===== src/rtl/apb_flash_arb_pkg.sv =====
`default_nettype none
// ============================================================================
// apb_flash_arb_pkg : APB widths, arbiter state encodings and timeout default
// Revision: 1.0
// ============================================================================
package apb_flash_arb_pkg;

   localparam int P_ADDR_W = 32;
   localparam int P_DATA_W = 32;
   localparam int P_STRB_W = P_DATA_W / 8;

   localparam int ARB_TO_W = 13;

   localparam logic [2:0] ARB_IDLE   = 3'd0;
   localparam logic [2:0] ARB_SETUP  = 3'd1;
   localparam logic [2:0] ARB_ACCESS = 3'd2;
   localparam logic [2:0] ARB_RESP   = 3'd3;
   localparam logic [2:0] ARB_DRAIN  = 3'd4;

   typedef enum logic [2:0] {
      ST_IDLE   = ARB_IDLE,
      ST_SETUP  = ARB_SETUP,
      ST_ACCESS = ARB_ACCESS,
      ST_RESP   = ARB_RESP,
      ST_DRAIN  = ARB_DRAIN
   } arb_state_e;

endpackage
`default_nettype wire


===== src/rtl/apb_flash_arb_rr_pick.sv =====
`default_nettype none
// ============================================================================
// apb_rr_pick : two-requester round-robin picker, purely combinational
// Revision: 1.0
// ============================================================================
module apb_rr_pick (
   input  logic [1:0] req,
   input  logic       last,
   output logic       gnt_vld,
   output logic       gnt
);

   // On a tie the port that was not served last wins.
   assign gnt_vld = |req;
   assign gnt     = (&req) ? ~last : req[1];

endmodule
`default_nettype wire


===== src/rtl/apb_flash_arb.sv =====
`default_nettype none
// ============================================================================
// apb_flash_arb : two-port APB arbiter in front of the SPI flash read bridge,
//                 with an access-phase watchdog and downstream drain
// Revision: 1.0
// ============================================================================
module apb_flash_arb
   import apb_flash_arb_pkg::*;
#(
   parameter int TIMEOUT_CYCLES = 4096,
   parameter int TO_W           = ARB_TO_W
) (
   input  logic                pclk,
   input  logic                presetn,
   input  logic [P_ADDR_W-1:0] s0_paddr,
   input  logic                s0_psel,
   input  logic                s0_penable,
   input  logic                s0_pwrite,
   input  logic [P_DATA_W-1:0] s0_pwdata,
   input  logic [P_STRB_W-1:0] s0_pwstrb,
   output logic                s0_pready,
   output logic [P_DATA_W-1:0] s0_prdata,
   output logic                s0_pslverr,
   input  logic [P_ADDR_W-1:0] s1_paddr,
   input  logic                s1_psel,
   input  logic                s1_penable,
   input  logic                s1_pwrite,
   input  logic [P_DATA_W-1:0] s1_pwdata,
   input  logic [P_STRB_W-1:0] s1_pwstrb,
   output logic                s1_pready,
   output logic [P_DATA_W-1:0] s1_prdata,
   output logic                s1_pslverr,
   output logic [P_ADDR_W-1:0] m_paddr,
   output logic                m_psel,
   output logic                m_penable,
   output logic                m_pwrite,
   output logic [P_DATA_W-1:0] m_pwdata,
   output logic [P_STRB_W-1:0] m_pwstrb,
   input  logic                m_pready,
   input  logic [P_DATA_W-1:0] m_prdata,
   input  logic                m_pslverr,
   output logic                to_pulse
);

   if (TIMEOUT_CYCLES < 2) begin : g_chk_timeout
      $error("TIMEOUT_CYCLES must be at least 2");
   end
   if ((64'd1 << TO_W) <= 64'(TIMEOUT_CYCLES)) begin : g_chk_to_w
      $error("TO_W too narrow for TIMEOUT_CYCLES");
   end

   arb_state_e          r_state;
   logic                r_gnt;
   logic                r_last_gnt;
   logic [TO_W-1:0]     r_cnt;
   logic                r_drain;
   logic [P_DATA_W-1:0] r_rdata;
   logic                r_rerr;
   logic                w_gnt_vld;
   logic                w_gnt;
   logic                w_resp;

   apb_rr_pick u_pick (
      .req     ({s1_psel, s0_psel}),
      .last    (r_last_gnt),
      .gnt_vld (w_gnt_vld),
      .gnt     (w_gnt)
   );

   always_ff @(posedge pclk or negedge presetn) begin
      if (!presetn) begin
         r_state    <= ST_IDLE;
         r_gnt      <= 1'b0;
         r_last_gnt <= 1'b1;
         r_cnt      <= '0;
         r_drain    <= 1'b0;
         r_rdata    <= '0;
         r_rerr     <= 1'b0;
         m_paddr    <= '0;
         m_psel     <= 1'b0;
         m_penable  <= 1'b0;
         m_pwrite   <= 1'b0;
         m_pwdata   <= '0;
         m_pwstrb   <= '0;
         to_pulse   <= 1'b0;
      end else begin
         to_pulse <= 1'b0;
         case (r_state)
            ST_IDLE: begin
               if (w_gnt_vld) begin
                  m_paddr    <= w_gnt ? s1_paddr  : s0_paddr;
                  m_pwrite   <= w_gnt ? s1_pwrite : s0_pwrite;
                  m_pwdata   <= w_gnt ? s1_pwdata : s0_pwdata;
                  m_pwstrb   <= w_gnt ? s1_pwstrb : s0_pwstrb;
                  m_psel     <= 1'b1;
                  r_gnt      <= w_gnt;
                  r_last_gnt <= w_gnt;
                  r_drain    <= 1'b0;
                  r_state    <= ST_SETUP;
               end
            end
            ST_SETUP: begin
               m_penable <= 1'b1;
               r_cnt     <= '0;
               r_state   <= ST_ACCESS;
            end
            ST_ACCESS: begin
               // A ready on the expiry cycle is still a normal completion.
               if (m_pready) begin
                  r_rdata   <= m_prdata;
                  r_rerr    <= m_pslverr;
                  m_psel    <= 1'b0;
                  m_penable <= 1'b0;
                  r_state   <= ST_RESP;
               end else if (r_cnt == TO_W'(TIMEOUT_CYCLES - 1)) begin
                  r_rdata  <= '0;
                  r_rerr   <= 1'b1;
                  to_pulse <= 1'b1;
                  r_drain  <= 1'b1;
                  r_state  <= ST_RESP;
               end else begin
                  r_cnt <= r_cnt + TO_W'(1);
               end
            end
            ST_RESP: begin
               // Downstream may finish during the RESP cycle itself; then skip DRAIN.
               if (r_drain && !m_pready) begin
                  r_state <= ST_DRAIN;
               end else begin
                  m_psel    <= 1'b0;
                  m_penable <= 1'b0;
                  r_drain   <= 1'b0;
                  r_state   <= ST_IDLE;
               end
            end
            ST_DRAIN: begin
               if (m_pready) begin
                  m_psel    <= 1'b0;
                  m_penable <= 1'b0;
                  r_drain   <= 1'b0;
                  r_state   <= ST_IDLE;
               end
            end
            default: r_state <= ST_IDLE;
         endcase
      end
   end

   assign w_resp = (r_state == ST_RESP);

   assign s0_pready  = w_resp & ~r_gnt & s0_psel & s0_penable;
   assign s0_prdata  = s0_pready ? r_rdata : '0;
   assign s0_pslverr = s0_pready & r_rerr;

   assign s1_pready  = w_resp & r_gnt & s1_psel & s1_penable;
   assign s1_prdata  = s1_pready ? r_rdata : '0;
   assign s1_pslverr = s1_pready & r_rerr;

endmodule
`default_nettype wire


===== config.mk =====
export PLATFORM = sky130hd
export DESIGN_NAME = apb_flash_arb
export DESIGN_NICKNAME = d
export VERILOG_FILES = /design/src/rtl/apb_flash_arb_pkg.sv /design/src/rtl/apb_flash_arb_rr_pick.sv /design/src/rtl/apb_flash_arb.sv
export SDC_FILE = /design/constraint.sdc
export NUM_CORES = 1
export LEC_CHECK = 0
export ABC_AREA = 1
export CORE_AREA = 2 2 125 127
export DETAILED_ROUTE_END_ITERATION = 16
export DIE_AREA = 0 0 127 129
export PLACE_DENSITY = 0.81
export SLEW_MARGIN = 20
export SYNTH_ARGS = -nofsm -noshare
export SYNTH_HDL_FRONTEND = slang
export SYNTH_SLANG_ARGS = --single-unit

===== constraint.sdc =====
create_clock -name pclk -period 2.4 [get_ports pclk]
set_input_delay 0.48 -clock pclk [delete_from_list [all_inputs] [get_ports pclk]]
set_output_delay 0.48 -clock pclk [all_outputs]
set_load 0.05 [all_outputs]

==> metrics.cfg <==
[outcome]
outcome = completed

[pwr]
p_clk_share_pct = 20.8
finalPower_w = 0.0128
power.share.switching_pct = 45.6
seqPwrFrac_pct = 27.3
internal_power_w = 0.00696
comb_power_share_pct = 51.9
power_density_nw_per_um2 = 1190
vdd_drop_max_v = 0.000840
p_leak_nw = 4.64
switching_power_w = 0.00583

[setup_path]
crit_family = simple AND/OR/NAND/NOR gates
arrival_ns = 1.88
reg2reg_to = r_cnt[12]
crit_fanout = 22
crit_path_cell_trace = nand2_1, nor2_4, nand4_1, buf_4, nor2_1, buf_12
critPathRequiredTime_ns = 1.92
critPathKind = reg -> out
worst_path_max_delay_cell = dfrtp_1
cp-end-kind = primary output
critPathBufInv = 2
cpPeakStageDelay_ns = 0.40
reg2reg_slack_ns = 0.38
r2r_cells = 8
start_kind = register
r2r-start = r_state[2]
crit_cells = 6
crit_end = s0_prdata[5]
cp-startpoint = r_state[0]

[logic_synthesis]
synth_top_family_by_area = simple AND/OR/NAND/NOR gates
synthXorXnorAreaFrac_pct = 0.733
yosys.area_share.simple_pct = 24.0
synth_warnings = 0
synthAdderAreaFrac_pct = 0.209
ys_types = 27
avgSynthCellArea_um2 = 7.69
ys_seq_area_share_pct = 51.9
ys_ff_latch = 124
netlist_area_um2 = 5980
syn_inst = 777
synth.net_count = 956
muxShareOfSynthArea_pct = 0
synth-compound-area-share_pct = 15.8

[cts]
clk_pin_slew_ns = 0.05
cts_sinks = 124
tritoncts = built
cts_buffer_depth = 2
h-tree-depth = 4
cts_buffers = 17
cts_root_buf = clkbuf_16
clock_latency_ns = 0.43

[placed_design]
gp_congestion = 0.843
port_buffers = 317
hpwl_um = 15500
dp_cells = 1252

[sta]
fin_crit_sh_pct = 98.3
finalCriticalPeriod_ns = 2.36
drv_slew = 0
worst_pin_slew_ns = 0.578
maxSlewHeadroom_pct = 61.3
clock_skew_ns = 0.0116
grt_setup_unrepaired = true
setup-tns-final_ns = 0
timing.fmax_mhz = 424
setup_viol = 0
finalHoldViolCount = 0

[die]
coreArea_um2 = 15000
die-area_um2 = 16400
die_width_um = 127
start_util_pct = 39.9
rows = 45
io-pin-count = 318
die_y_um = 129

[layout]
final_cell_count_no_fill = 1286
synthToLayoutAreaGrowth_pct = 79.5
drive_gt1_share_pct = 14.2
nets = 1264
nFillCells = 1105
fin_util_pct = 71.7
multiInputGateArea_um2 = 2510
final_common_cell = clkdlybuf4s50_1
ff_latch_area_um2 = 3110
layout_common_cells = 248 x clkdlybuf4s50_1, 131 x nand2_1, 126 x nor2_1

[route]
wl_um = 21800
vias_per_cell = 5.20
avgRoutedWirePerCell_um = 16.9
ant_nets = 0
vias = 6690
first_iter_violations = 410
drc_errors = 0
drt_first_pass_iters = 5

[global_route]
antenna_found_initial = 1
grt_pass1_wl_um = 33800
grt_usage_pct = 26.5
grt_overflow = 0
grt_max_degree = 71
grt_pass1_vias = 6465

[flow_run]
max-cap-violations = 0

[min_path]
hp-class = in -> async

[worst min-delay path by stage]
| stage | startpoint | to | slack (ns) | cells after the start |
|---|---|---|---|---|
| after CTS | presetn | r_cnt[8] | 0.03 | 1 |
| final | presetn | r_cnt[12] | 0.01 | 1 |
| after global placement | presetn | r_cnt[8] | 0.46 | 1 |
| after detailed placement | presetn | r_cnt[8] | 0.47 | 1 |
| after global routing | presetn | m_pwdata[25] | 0.04 | 1 |
| after floorplan | presetn | m_paddr[0] | 0.18 | 0 |
[cells in the mapped netlist]
master | n | area (µm²)
buf_2 | 14 | 70.1
nor3_1 | 2 | 10.0
nand2_1 | 132 | 495
clkbuf_2 | 6 | 30.0
dfrtp_1 | 123 | 3080
nand2_2 | 2 | 12.5
buf_1 | 3 | 11.3
o21bai_1 | 1 | 7.51
o211ai_1 | 1 | 7.51
o21ai_0 | 119 | 596
ha_1 | 1 | 12.5
nor2_2 | 1 | 6.26
xor2_1 | 3 | 26.3
clkbuf_1 | 24 | 90.1
o21ai_1 | 62 | 310
a21oi_1 | 1 | 5.00
or2_2 | 1 | 6.26
nor2_1 | 152 | 571
xnor2_1 | 2 | 17.5
inv_2 | 3 | 11.3
buf_4 | 2 | 15.0
a211oi_4 | 1 | 20.0
nor3b_1 | 1 | 7.51
inv_1 | 56 | 210
nand3_1 | 56 | 280
dfstp_2 | 1 | 26.3
nand4_1 | 7 | 43.8
[cell families (layout without fill, tap and decap cells)]
family	Yosys count	in the layout
and+or+nand+nor	354	354
AOI/OAI and AO/OA	185	185
DFF	124	124
buffers and inverters	108	428
xor gates and xnor gates	5	5
adders and majority gates	1	1
other	0	1
[per-stage QoR]
step	worst slack (ns)	area (µm²)	hold slack [ns]
floorplan	0.0935	5980	0.184
global placement	0.192	10000	0.455
detailed placement	0.117	10000	0.465
CTS	0.0257	10700	0.0302
global route	-0.0586	10700	0.0436
finish	0.0415	10700	0.0145
[power groups by stage]
stage	sequential [W]	combinational (W)	clock, W
after detailed placement	0.00349	0.00653	0
after floorplan	0.00549	0.00205	0
after global placement	0.00347	0.00644	0
final	0.00349	0.00664	0.00266
after global routing	0.00358	0.00708	0.00280
after CTS	0.00349	0.00660	0.00270
[flip-flops by register name (all words and copies together), names as in the netlist, 3 cells and up]
register and cells:
m_paddr 32, m_pwdata 32, m_pwstrb 4, r_cnt 13, r_rdata 32, r_state 3
[routing by layer]
layer,GRT usage (%),vias up,wire length [µm]
li1,-,3127,-
met1,31.2,3174,8080
met2,44.7,335,10900
met3,8.57,54,2010
met4,11.3,0,757
met5,0,-,0
[repair_timing]
item,in CTS,in global routing
setup buffers,0,2
hold buffers,0,0
setup endpoints to repair,68,51
pin swaps,0,0
gates resized for setup,9,19
[final cells by class]
cell class | count | area share [%]
sequential | 124 | 28.9
antenna | 1 | 0.0233
inverter | 59 | 2.06
clock inverter | 6 | 1.00
multi-input combinational | 545 | 23.4
timing repair buffer | 338 | 37.7
clock buffer | 25 | 4.71
tap | 188 | 2.19
Power figures use the tool's default switching activity.
